## src/rtl/fetch_prefetch_queue.sv

```systemverilog
// Decoupled instruction-fetch front end: sequential fetch with one outstanding request,
// DEPTH-entry {PC, instruction} queue towards decode, and redirect flush.
module fetch_prefetch_queue #(
  parameter int unsigned XLEN = 32,
  parameter int unsigned DEPTH = 4,
  parameter logic [XLEN-1:0] RESET_PC = {XLEN{1'b0}}
) (
  input  logic                     CLK,
  input  logic                     RES,
  input  logic                     redirect,
  input  logic [XLEN-1:0]          redirectAddr,
  output logic                     imemReq,
  output logic [XLEN-1:0]          imemAddr,
  input  logic                     imemValid,
  input  logic [XLEN-1:0]          imemData,
  output logic                     instValid,
  input  logic                     instReady,
  output logic [XLEN-1:0]          inst,
  output logic [XLEN-1:0]          instPC,
  output logic [$clog2(DEPTH):0]   occupancy
);

  localparam int unsigned PW = $clog2(DEPTH);
  localparam int unsigned CW = PW + 1;
  localparam logic [XLEN-1:0] PC_STEP = XLEN'(4);

  logic [XLEN-1:0] fetchPc_r;
  logic [XLEN-1:0] reqPc_r;
  logic [PW-1:0]   rdPtr_r;
  logic [PW-1:0]   wrPtr_r;
  logic [CW-1:0]   count_r;
  logic            pending_r;
  logic            discard_r;
  logic [XLEN-1:0] instMem_r [DEPTH];
  logic [XLEN-1:0] pcMem_r [DEPTH];

  logic full_s;
  logic notEmpty_s;
  logic respTaken_s;
  logic push_s;
  logic pop_s;

  assign full_s      = (count_r == CW'(DEPTH));
  assign notEmpty_s  = (count_r != {CW{1'b0}});
  // A response only counts while a fetch is outstanding; stray strobes are ignored.
  assign respTaken_s = imemValid & pending_r;
  assign push_s      = respTaken_s & ~discard_r & ~redirect & ~RES;
  assign pop_s       = notEmpty_s & instReady & ~redirect & ~RES;

  assign imemReq   = ~RES & ~redirect & ~pending_r & ~full_s;
  assign imemAddr  = fetchPc_r;
  assign instValid = ~RES & notEmpty_s;
  assign inst      = instMem_r[rdPtr_r];
  assign instPC    = pcMem_r[rdPtr_r];
  assign occupancy = RES ? {CW{1'b0}} : count_r;

  // Queue storage; contents are don't-care until a push makes an entry valid.
  always_ff @(posedge CLK) begin
    if (push_s) begin
      instMem_r[wrPtr_r] <= imemData;
      pcMem_r[wrPtr_r]   <= reqPc_r;
    end
  end

  // Fetch control, pointers and occupancy; redirect flushes and may arm a discard.
  always_ff @(posedge CLK) begin
    if (RES) begin
      fetchPc_r <= RESET_PC;
      reqPc_r   <= RESET_PC;
      rdPtr_r   <= {PW{1'b0}};
      wrPtr_r   <= {PW{1'b0}};
      count_r   <= {CW{1'b0}};
      pending_r <= 1'b0;
      discard_r <= 1'b0;
    end else if (redirect) begin
      fetchPc_r <= redirectAddr;
      rdPtr_r   <= {PW{1'b0}};
      wrPtr_r   <= {PW{1'b0}};
      count_r   <= {CW{1'b0}};
      if (pending_r && !imemValid) begin
        discard_r <= 1'b1;
      end else begin
        pending_r <= 1'b0;
        discard_r <= 1'b0;
      end
    end else begin
      if (imemReq) begin
        pending_r <= 1'b1;
        reqPc_r   <= fetchPc_r;
        fetchPc_r <= fetchPc_r + PC_STEP;
      end else if (respTaken_s) begin
        pending_r <= 1'b0;
        discard_r <= 1'b0;
      end
      if (push_s) begin
        wrPtr_r <= wrPtr_r + PW'(1);
      end
      if (pop_s) begin
        rdPtr_r <= rdPtr_r + PW'(1);
      end
      case ({push_s, pop_s})
        2'b10:   count_r <= count_r + CW'(1);
        2'b01:   count_r <= count_r - CW'(1);
        default: count_r <= count_r;
      endcase
    end
  end

endmodule
```

## config.mk

```make
export PLATFORM = sky130hd
export DESIGN_NAME = fetch_prefetch_queue
export DESIGN_NICKNAME = d
export VERILOG_FILES = /design/src/rtl/fetch_prefetch_queue.sv
export SDC_FILE = /design/constraint.sdc
export NUM_CORES = 1
export LEC_CHECK = 0
export CAP_MARGIN = 0
export CORE_UTILIZATION = 45
export CTS_CLUSTER_SIZE = 30
export DETAILED_ROUTE_END_ITERATION = 10
export DONT_BUFFER_PORTS = 1
export PLACE_DENSITY_LB_ADDON = 0.05
export SLEW_MARGIN = 20
export SYNTH_ARGS = -nofsm -noshare
export SYNTH_HDL_FRONTEND = slang
export SYNTH_SLANG_ARGS = --single-unit
```

## constraint.sdc

```tcl
create_clock -name CLK -period 6.7 [get_ports CLK]
set_clock_uncertainty 0.1 [all_clocks]
set_input_delay 1.005 -clock CLK [delete_from_list [all_inputs] [get_ports CLK]]
set_output_delay 1.005 -clock CLK [all_outputs]
set_load 0.01 [all_outputs]
```

# Word level (Yosys, flattened, before mapping)
# Memory sizes are Yosys's and may differ from the RTL's. A register that Yosys moved wholly into a read port is not among the register bits.
# Index checks and enable logic that the tools add are counted.
# Widths: inputs -> output; s select.
dict set report totals {
  register_bits 73
  ramBits 256
  in_bits 69
  output_inout_bits 101
  word_cells 63
  mem_count 2
}
dict set report classes {
  addsub 5
  eq_ne 5
  muxes 17
  bitwise_logic 16
  reduce_logical 11
}
# name words word_bits rd rd_ports_with_merged_regs write_ports line_no
set mem_list {}
lappend mem_list {instMem_r 4 32 1 1 1 34} ;# logic [XLEN-1:0] instMem_r [DEPTH];
lappend mem_list {pcMem_r 4 32 1 1 1 35} ;# logic [XLEN-1:0] pcMem_r [DEPTH];
# cell n
set op_table {}
lappend op_table {{$mux 32} 2}
lappend op_table {{$add 32x3->32 const B} 1}
lappend op_table {{$and 1x1->1} 11}
lappend op_table {{$mux 1} 9}
lappend op_table {{$mux 2} 4}
lappend op_table {{$pmux 3 s2} 1}
lappend op_table {{$reduce_and 2->1} 3}
lappend op_table {{$reduce_bool 2->1} 3}
lappend op_table {{$reduce_bool 3->1} 2}
lappend op_table {{$not 1->1} 5}
lappend op_table {{$add 2x1->2 const B} 2}
lappend op_table {{$ne 2x2->1 const B} 2}
lappend op_table {{$add 3x1->3 const B} 1}
lappend op_table {{$eq 3x3->1 const B} 1}
lappend op_table {{$mux 3} 1}
lappend op_table {{$sub 3x1->3 const B} 1}
lappend op_table {{$eq 2x1->1 const B} 1}
lappend op_table {{$eq 2x2->1 const B} 1}
lappend op_table {{$reduce_or 2->1} 1}
lappend op_table {{$logic_and 1x1->1} 1}
lappend op_table {{$logic_not 1->1} 1}

# Longest topological paths before layout
# Gate-level depths: netlist of run 1.
dict set report depth {
  depth_word 6
  depth_mapped 10
  ltp_nobuf 9
}

# Least setup slack after synthesis of run 1
# OpenSTA, ideal clock, no wires.
dict set report synth_timing {
  kind {input-to-reg}
  start {input redirect}
  end {memory instMem_r[0][0], enable pin}
  setup_ps 429
  t_arrival_ps 3418
  required_ps 6171
  slack_ps 2753
  stages 4
  n_path_buf 1
  cell_sequence {clkbuf_1 -> or2_2 -> nor3_2 -> and2_1}
}
dict set report synth_between {
  elab_chain_len 5
}
# item line_no
set synth_rtl {}
lappend synth_rtl {{start: declaration} 10} ;# input logic redirect,
lappend synth_rtl {{$not 1->1} 47} ;# assign push_s = respTaken_s & ~discard_r & ~redirect & ~RES;
lappend synth_rtl {{$and 1x1->1 (2 in series)} 47}
lappend synth_rtl {{$mux 1} 59} ;# if (push_s) begin
lappend synth_rtl {{$mux 1 (implied by the code)} 60} ;# instMem_r[wrPtr_r] <= imemData;
lappend synth_rtl {{end: declaration} 34}
# No other way between the ends.

==> metrics.md, run 1 <==
| Metric | Value |
|---|---|
| PwrDens | 292 mW/mm² |
| Row Count | 61 |
| FMAX | 0.263 GHz |
| TNS Setup | 0 ps |
| DRT Pass-1 Iters | 7 |
| Synth cell count leaders | edfxtp_1, dfxtp_1, nand2_1 |
| DRC | 0 |
| Switch share | 19.9% |
| Hold Crit Start | reqPc_r[9] |
| Postcts setup bufs | 0 |
| RSZ-0062 raised after global routing | false |
| Global-route wire length before repair | 39.7 mm |
| Syn Nets | 836 |
| Clk_lat worst skew | 510 ps |
| Synth Area in XOR/XNOR | 2.13% |
| Post-synthesis cell type count | 49 |
| Largest net degree at the start of global routing | 71 |
| Area grow syn2layout | 10.6% |
| Post-DR wirelength/cell | 22.4 µm |
| Main combinational cell family by area after synthesis | multiplexers |
| Status | complete, no violations |
| Synth Area in Adders | 0.746% |
| DR iter-0 viols | 444 |
| DRT Wirelength | 26.1 mm |
| Post-cts resize count | 0 |
| Area share of the largest cell type after synthesis | 60.3% |
| Lkg Pwr | 4.58 nW |
| Post-synth EDFFs | 256 |
| Critical Setup Path Class | reg2out |
| Main synth FF type | edfxtp_1 |
| Placer congestion estimate | 0.813 |
| Worst Setup End Kind | output pin |
| Antenna Cells | 0 |
| Clock share of power | 43.5% |
| Top Ports | 170 |
| Hold buffers post-CTS | 0 |
| Nets | 837 |
| Die W | 170 µm |
| Comb pwr share | 1.5% |
| Post-synthesis simple-gate area fraction | 6.90% |
| CTS tree | done |
| Core outline area | 0.0279 mm² |
| Tot GR Track Use | 18.3% |
| Pwr Total | 4.12 mW |
| Avg Inst Size Synth | 16.8 µm² |
| Clk sink count | 331 |
| Arrival time at the worst endpoint | 2690 ps |
| Register area share after synthesis | 72.1% |
| Final setup vio count | 0 |
| Remaining antenna violation count | 0 |
| Sw power | 0.819 mW |
| Sequential power share | 55.1% |
| Final slew viol count | 0 |
| FFs w/ async S/R, synth | 0% |
| Cells after Synth | 760 |
| DP HPWL | 15.7 mm |
| Clock transition at the registers of the reported paths | 60 ps |
| CP max FO | 35 |
| Vias in the first global route | 6494 |
| Die Area | 0.0290 mm² |
| Slew @ Worst Pin | 1070 ps |
| Mux contribution to synthesized area | 11.9% |
| WHS | 399 ps |
| Routed via count | 6402 |
| Compound-Gate Fraction of Synth Area | 3.83% |
| Req. time, crit path | 5590 ps |
| Hold crit path type | reg2reg |
| Vias per inst | 5.50 |
| Total grt overflow | 0 |
| Hold Vio Cnt, Final | 0 |
| Initial antenna violation count | 0 |
| Share of post-route cells with drive strength above 1 | 15.9% |
| Launch point of the worst reg-to-reg path | pending_r |
| CP startpoint kind | register |
| Root Buffer | clkbuf_16 |
| Clock buffer depth | 3 |
| Die H | 170 µm |
| Final std cells w/o fill | 1165 |
| Crit path time final | 3800 ps |
| Rel. slew slack | 29.0% |
| Ys Warns | 0 |
| CTS buffer count | 36 |
| Max-cap violation count | 0 |
| Synth Register Bits | 331 |
| Port Buffers | 0 |
| Internal Power | 3.30 mW |
| Largest area contributor in the netlist | edfxtp_1 |
| Initial Utilization | 45.8% |
| Synth top area cells | edfxtp_1, dfxtp_1, mux4_2 |
| Htree depth | 2 |
| Period utilization | 56.7% |
| Cell area after synthesis | 0.0127 mm² |
| Worst vdd ir | 0.149 mV |
| DP Cell Count | 1101 |
| Count leader, synth | edfxtp_1 |
-- metrics by stage --
stage	util (%)	cell area, µm²	setup slack, ps
after floorplan	-	12700	2750
after global placement	46.8	13000	3230
after detailed placement	46.8	13000	3160
after CTS	50.6	14100	2780
after global routing	50.6	14100	2670
final	50.6	14100	2900
-- path summary, 6_finish.rpt --
kind	to	slack (ps)	depth (start not counted)
setup / recovery	instPC[25]	2900	2
hold / removal	reqPc_r[9]	400	2
setup reg to reg	instMem_r[3][28]	3940	3
hold reg to reg	reqPc_r[9]	400	2
-- routing by layer --
layer	part of all wire, %	GRT usage, %	vias to the layer above	wire [µm]
met5	0	0	-	0
met2	48	29.6	206	12600
met1	43	24.5	3246	11200
met4	1.5	4.82	0	383
li1	-	-	2915	-
met3	7.3	5.02	35	1920
-- flip-flops by register name, summed over array words and instances (netlist names), named ones only --
name,count
wrPtr_r,2
rdPtr_r,2
count_r,3
imemAddr,32
pending_r,1
discard_r,1
instMem_r,128
pcMem_r,128
reqPc_r,32
-- cell families after synthesis --
kind of cell / Yosys count
AOI/OAI and AO/OA: 84
xor gates and xnor gates: 31
adders and majority gates: 7
buffers and inverters: 65
DFF: 331
muxes: 72
and+or+nand+nor: 170
-- power groups by stage --
stage               logic (mW)  registers [mW]  clock network [mW]
detailed placement      0.0621            2.31                   0
global placement        0.0604            2.31                   0
finish                  0.0614            2.27                1.79
floorplan               0.0649            2.29                   0
CTS                     0.0627            2.27                1.84
global route            0.0696            2.27                1.92
-- worst max-delay path, stage by stage (launching register included) --
cell and delay (ps):
dfxtp_4 870, buf_4 630, mux4_2 650
-- layout make-up --
cell class / instances / area [µm²]
Clock buffer: 48 / 967
Clock inverter: 16 / 91.3
Fill cell: 2329 / 13800
Inverter: 27 / 101
Multi-Input combinational cell: 364 / 3270
Sequential cell: 331 / 9200
Tap cell: 378 / 473
Timing Repair Buffer: 1 / 7.51
-- cells in the final DEF, fill, tap and decap left out, types with 5 or more instances in the layout --
cell,synthesis,final
nand2_1,74,74
xor2_1,10,10
clkbuf_1,20,11
nand3_1,8,8
nor3_1,5,5
mux4_2,64,64
ha_1,6,6
o21a_1,16,16
edfxtp_1,256,256
mux2i_1,8,8
a21oi_1,54,54
clkinv_1,0,11
inv_1,26,26
xnor2_1,21,21
nand4_1,18,18
nor2_1,30,30
clkbuf_16,0,37
dfxtp_1,75,73
No activity file was read; power rests on OpenSTA's default activity.
==> run 2: changes to the inputs <==
clock period = 3.28 ns   (was 6.7 ns; I/O delays follow)
==> run 2 against run 1 <==
Net effect:
- total power rose by 100%
- sequential power rose by 100%
- critical path depth did not move
- first-iteration DRC count fell by 14%
- worst setup slack got worse by 2400 ps
- utilization rose by 1.9 points
- routed wire length rose by 4.4%
- die area did not move
- sequential share of layout area fell by 2.3 points
- final cell count rose by 4.0%
- global-route usage rose by 1.0 points
- via count rose by 3.0%
- largest cell class unchanged
- largest power group unchanged
==> metrics.md, run 2 (same netlist as run 1, synthesis figures left out) <==
| Metric | Value |
|---|---|
| Clock buffer depth | 3 (unchanged) |
| Status | complete, no violations |
| Lkg Pwr | 4.81 nW (+5.1%) |
| Remaining antenna violation count | 0 (unchanged) |
| CP max FO | 24 (-31%) |
| Global-route wire length before repair | 41.6 mm (+5.0%) |
| Share of post-route cells with drive strength above 1 | 16.8% (+0.92 points) |
| Slew @ Worst Pin | 763 ps (-302 ps) |
| Hold Path End | imemAddr[4] |
| Fill cells | 2286 (-1.8%) |
| Crit path time final | 2740 ps |
| CTS tree | done |
| Commonest non-fill, non-tap cell in the layout | edfxtp_1 |
| Die H | 170 µm (unchanged) |
| Core outline area | 0.0279 mm² (unchanged) |
| DR iter-0 viols | 383 (-14%) |
| DRT Pass-1 Iters | 4 (-3) |
| Root Buffer | clkbuf_16 |
| CTS buffer count | 36 (unchanged) |
| Initial Utilization | 45.8% (unchanged) |
| Post-DR wirelength/cell | 22.5 µm (+0.37%) |
| Top Ports | 170 (unchanged) |
| Critical Setup Path Class | reg2out |
| Placer congestion estimate | 0.789 (-3.0%) |
| Largest net degree at the start of global routing | 65 (-8.5%) |
| Nets | 886 (+5.9%) |
| CP startpoint kind | register |
| Most frequent cells in the layout | edfxtp_1, nand2_1, dfxtp_1 |
| Fin area | 0.0146 mm² (+3.7%) |
| Launch point of the worst reg-to-reg path | pending_r |
| Die Area | 0.0290 mm² (unchanged) |
| Hold crit path type | in2reg |
| Arrival time at the worst endpoint | 2150 ps (-540 ps) |
| Vias per inst | 5.44 (-0.95%) |
| Period utilization | 83.5% |
| DP HPWL | 17.5 mm (+11%) |
| Die W | 170 µm (unchanged) |
| Req. time, crit path | 2690 ps (-2900 ps) |
| Pwr Total | 8.40 mW (+100%) |
| Htree depth | 2 (unchanged) |
| Worst Setup End Kind | output pin |
| Vias in the first global route | 7024 (+8.2%) |
| Tot GR Track Use | 19.3% (+1.0 points) |
| Total grt overflow | 0 (unchanged) |
| FMAX | 0.365 GHz |
| Max-cap violation count | 0 (unchanged) |
| Final setup vio count | 0 (unchanged) |
| Flop2flop setup slack | 720 ps (-3220 ps) |
| Final slew viol count | 0 (unchanged) |
| Rel. slew slack | 48.8% (+20 points) |
| Area grow syn2layout | 14.7% |
| R2R cell count | 9 (+6) |
| Largest registers | instMem_r (128), pcMem_r (128) |
| Port Buffers | 0 (unchanged) |
| DRC | 0 (unchanged) |
| DRT Wirelength | 27.3 mm (+4.4%) |
| Cells on Worst Hold Path | 1 (-1) |
| Initial antenna violation count | 1 (+1) |
| Clock transition at the registers of the reported paths | 60 ps (about the same) |
| Worst vdd ir | 0.372 mV (+150%) |
| Clk sink count | 331 (unchanged) |
| TNS Setup | 0 ps (unchanged) |
| PwrDens | 575 mW/mm² (+97%) |
| Multi-input gate area | 0.00327 mm² (unchanged) |
| Routed via count | 6597 (+3.0%) |
| Row Count | 61 (unchanged) |
| Register area | 0.00920 mm² (unchanged) |
| Hold Crit Start | redirect |
| Crit Reg-Reg Endpoint | count_r[2] |
| Final Util | 52.5% (+1.9 points) |
| RSZ-0062 raised after global routing | false |
| DP Area | 0.0132 mm² (+1.4%) |
| Hold Vio Cnt, Final | 0 (unchanged) |
| Clk_lat worst skew | 500 ps (about the same) |
[run 2: metrics by stage]
stage	cells	setup WS, ps	hold WS, ps
6_report	1212	541	23.6
5_1_grt	1211	375	12.4
4_1_cts	1211	456	1.92
3_5_place_dp	1116	588	386
3_3_place_gp	1116	695	376
2_1_floorplan	760	531	359
[run 2: how the worst max path moves through the flow]
| stage | endpoint | slack, ps |
|---|---|---|
| after floorplan | instMem_r[0][0] | 530 |
| after global placement | count_r[2] | 700 |
| after detailed placement | count_r[2] | 590 |
| after CTS | inst[15] | 460 |
| after global routing | inst[15] | 370 |
| final | inst[15] | 540 |
[run 2: critical path: stages (launching register included)]
cell and delay, ps:
dfxtp_4 670, buf_4 360, mux4_2 600
[run 2: layout make-up]
class	count	area share, %
well taps	378	3.23
diodes	1	0.0171
inverters	27	0.693
clock buffers	47	6.66
multi-input cells	364	22.3
flip-flops and latches	331	62.9
repair buffers	50	3.73
clock inverters	14	0.428
[run 2: layer usage]
| layer | vias to the layer above | wire [µm] | global-route usage, % |
|---|---|---|---|
| met5 | - | 0 | 0 |
| met4 | 0 | 571 | 5.80 |
| met3 | 42 | 1950 | 5.47 |
| met2 | 199 | 13200 | 31.8 |
| met1 | 3340 | 11500 | 24.9 |
| li1 | 3016 | - | - |
[run 2: repair_timing]
item                                    4_1_cts  5_1_grt
buffers inserted                              0        0
endpoints found under the setup margin        0        0
resized for setup                             0        0
hold buffers                                 34        0
endpoints found under the hold margin       176        0
[run 2: where the power goes]
group / leakage, nW / internal (mW) / switching, mW / total [mW]
Clock: 0.505 / 2.08 / 1.50 / 3.58
Sequential: 3.11 / 4.54 / 0.0912 / 4.63
Combinational: 1.20 / 0.0886 / 0.103 / 0.192
==> run 3: changes to the inputs <==
ABC_AREA = 1   (was unset)
clock period = 2.5 ns   (was 3.28 ns; I/O delays follow)
==> run 3 against run 2 <==
Net effect:
- sequential power rose by 32%
- critical endpoint is now instPC[30]
- non-clock buffer count grew 33
- area after synthesis rose by 4.7%
- final cell count up 40%
- highest routed layer unchanged
- sequential cell count stayed put
- worst setup slack lost 420 ps
- combinational power increased by 100%
- via count rose by 36%
- critical path depth is 1 higher
- global-route usage rose by 1.4 points
==> metrics.md, run 3 <==
| Metric | Value |
|---|---|
| Setup WS post-layout | 117 ps (-424 ps) |
| Final slew viol count | 0 (unchanged) |
| Clock buffer depth | 3 (unchanged) |
| Register area | 0.00920 mm² (unchanged) |
| Largest registers | instMem_r (128), pcMem_r (128) |
| Clk sink count | 331 (unchanged) |
| CP startpoint kind | register |
| Vias in the first global route | 8546 (+22%) |
| Count leader, synth | edfxtp_1 |
| Root Buffer | clkbuf_16 |
| Total grt overflow | 0 (unchanged) |
| Comb pwr share | 3.3% (+1.0 points) |
| Synth cell count leaders | edfxtp_1, nor2_1, o21ai_0 |
| Clock share of power | 43.8% (+1.2 points) |
| Hold Vio Cnt, Final | 0 (unchanged) |
| Clk_lat worst skew | 510 ps (about the same) |
| Multi-input gate area | 0.00355 mm² (+8.6%) |
| CTS tree | done |
| Nets | 1366 (+54%) |
| Remaining antenna violation count | 0 (unchanged) |
| CP top delay family | compound AO/OA/AOI/OAI gates |
| Largest net degree at the start of global routing | 81 (+25%) |
| Commonest non-fill, non-tap cell in the layout | edfxtp_1 |
| CTS buffer count | 37 (+2.8%) |
| Global-route wire length before repair | 49.0 mm (+18%) |
| Vias per inst | 5.26 (-3.3%) |
| Area grow syn2layout | 17.0% |
| DP HPWL | 19.0 mm (+8.5%) |
| Clock transition at the registers of the reported paths | 60 ps (about the same) |
| Register area share after synthesis | 68.9% (-3.2 points) |
| Buf/Inv on CP | 1 (unchanged) |
| Critical Setup Path Class | reg2out |
| DRC | 0 (unchanged) |
| Tot GR Track Use | 20.7% (+1.4 points) |
| Pwr Total | 11.6 mW (+38%) |
| Initial Utilization | 46.1% (+0.35 points) |
| Die Area | 0.0303 mm² (+4.6%) |
| Postcts setup bufs | 0 (unchanged) |
| Crit-path slowest cell | o22ai_1 |
| Die H | 174 µm (+2.3%) |
| Cell area after synthesis | 0.0133 mm² (+4.7%) |
| Period utilization | 95.3% |
| Dpl ws | 289 ps (-299 ps) |
| DR iter-0 viols | 558 (+46%) |
| Synth Register Bits | 331 (unchanged) |
| Row Count | 62 (+1.6%) |
| Post-synthesis cell type count | 32 (-35%) |
| Area share of the largest cell type after synthesis | 57.6% (-2.7 points) |
| Delay of the slowest cell on the worst path | 430 ps (-240 ps) |
| TNS Setup | 0 ps (unchanged) |
| Core outline area | 0.0289 mm² (+3.9%) |
| Htree depth | 2 (unchanged) |
| Launch point of the worst reg-to-reg path | count_r[0] |
| Share of post-route cells with drive strength above 1 | 7.52% (-9.3 points) |
| Max-cap violation count | 0 (unchanged) |
| Die W | 174 µm (+2.3%) |
| DRT Pass-1 Iters | 6 (+2) |
| Sw power | 2.39 mW (+41%) |
| Ys Warns | 0 (unchanged) |
| Lkg Pwr | 5.54 nW (+15%) |
| Worst vdd ir | 0.552 mV (+48%) |
| Slew @ Worst Pin | 528 ps (-234 ps) |
| Status | complete, no violations |
| Top Ports | 170 (unchanged) |
| Routed via count | 8950 (+36%) |
| Most frequent cells in the layout | edfxtp_1, nor2_1, o21ai_0 |
| Largest area contributor in the netlist | edfxtp_1 |
| Sequential power share | 52.9% (-2.2 points) |
| Port Buffers | 0 (unchanged) |
| CP max FO | 48 (+100%) |
| DRT Wirelength | 31.5 mm (+16%) |
| FFs w/ async S/R, synth | 0% (unchanged) |
| CP Cell Sequence | buf_4 > o21ai_0 > o22ai_1 |
| Main synth FF type | edfxtp_1 |
| Internal Power | 9.18 mW (+37%) |
| Final setup vio count | 0 (unchanged) |
| Crit path time final | 2380 ps |
| Synth top area cells | edfxtp_1, dfxtp_1, nor2_1 |
| Syn Nets | 1310 (+57%) |
| Placer congestion estimate | 0.851 (+7.9%) |
| Worst Setup End Kind | output pin |
| RSZ-0062 raised after global routing | false |
| Hold crit path type | in2reg |
| Post-synth EDFFs | 256 (unchanged) |
| Rel. slew slack | 64.6% (+16 points) |
| PwrDens | 742 mW/mm² (+29%) |
| Avg Inst Size Synth | 10.8 µm² (-36%) |
| Req. time, crit path | 2030 ps (-660 ps) |
| Switch share | 20.7% (+0.50 points) |
| Hold Crit Start | redirectAddr[6] |
| Initial antenna violation count | 1 (unchanged) |
| Arrival time at the worst endpoint | 1910 ps (-240 ps) |
| Fill cells | 2564 (+12%) |
| Cells after Synth | 1234 (+62%) |
| FMAX | 0.420 GHz |
| Post-DR wirelength/cell | 18.5 µm (-18%) |
[run 3: cell count changes after synthesis, moves of 13 or more]
cell / before / now
nor2_1: 30 / 233
o21ai_0: 4 / 170
nand2_1: 74 / 140
mux4_2: 64 / 0
o22ai_1: 1 / 64
inv_1: 26 / 82
nand3_1: 8 / 54
clkbuf_1: 20 / 45
xnor2_1: 21 / 0
nand4_1: 18 / 2
o21a_1: 16 / 0
a21oi_1: 54 / 41
[run 3: cell type report]
type	count	share of cell area, %
diodes	1	0.0160
clock buffers	54	6.74
clock inverters	11	0.521
inverters	86	2.19
multi-input cells	751	22.7
flip-flops and latches	331	58.9
well taps	384	3.08
repair buffers	83	5.80
[run 3: per-layer routing]
layer / track usage [%] / part of all wire, %
met5: 0 / 0
met3: 4.59 / 5.5
met1: 28.0 / 46
met2: 33.3 / 46
met4: 6.40 / 2.0
[run 3: path summary, 6_finish.rpt]
kind | to | slack, ps | depth (start not counted)
worst min register to register | register | 370 | 2
worst max-delay path | instPC[30] | 120 | 3
worst min-delay path | imemAddr[6] | 20 | 4
worst max register to register | imemAddr[4] | 270 | 8
[run 3: cells by family (layout without fill, tap and decap cells)]
| group | Yosys count | count (layout) | share of synthesized area (%) |
|---|---|---|---|
| buffers and inverters | 152 | 234 | 4.78 |
| xor gates and xnor gates | 4 | 4 | 0.263 |
| other | 0 | 1 | 0 |
| and+or+nand+nor | 456 | 456 | 14.0 |
| AOI/OAI and AO/OA | 284 | 284 | 11.4 |
| adders and majority gates | 7 | 7 | 0.713 |
| DFF | 331 | 331 | 68.9 |
[run 3: repair_timing]
action,4_1_cts,5_1_grt
resized for setup,0,4
endpoints found under the setup margin,0,9
hold buffers,54,0
hold endpoints to repair,163,0
[run 3: metrics by stage]
step / utilization, % / hold WS [ps] / cell area, µm² / instances
after floorplan: - / 336 / 13400 / 1234
after global placement: 48.1 / 349 / 13900 / 1581
after detailed placement: 48.1 / 351 / 13900 / 1581
after CTS: 53.9 / 1.86 / 15600 / 1700
after global routing: 53.9 / 6.55 / 15600 / 1701
final: 53.9 / 17.0 / 15600 / 1701
[run 3: tightest hold or removal path, delay by kind of cell]
family | cells | cell delay [ps]
compound gates | 1 | 80
buf+inv | 1 | 40
simple gates | 2 | 110
[run 3: power by group through the flow]
| stage | registers [mW] | clock network [mW] | logic, mW |
|---|---|---|---|
| 6_report | 6.12 | 5.07 | 0.384 |
| 5_1_grt | 6.13 | 5.40 | 0.438 |
| 4_1_cts | 6.12 | 5.20 | 0.384 |
| 3_5_place_dp | 6.24 | 0 | 0.279 |
| 3_3_place_gp | 6.24 | 0 | 0.276 |
| 2_1_floorplan | 6.20 | 0 | 0.238 |
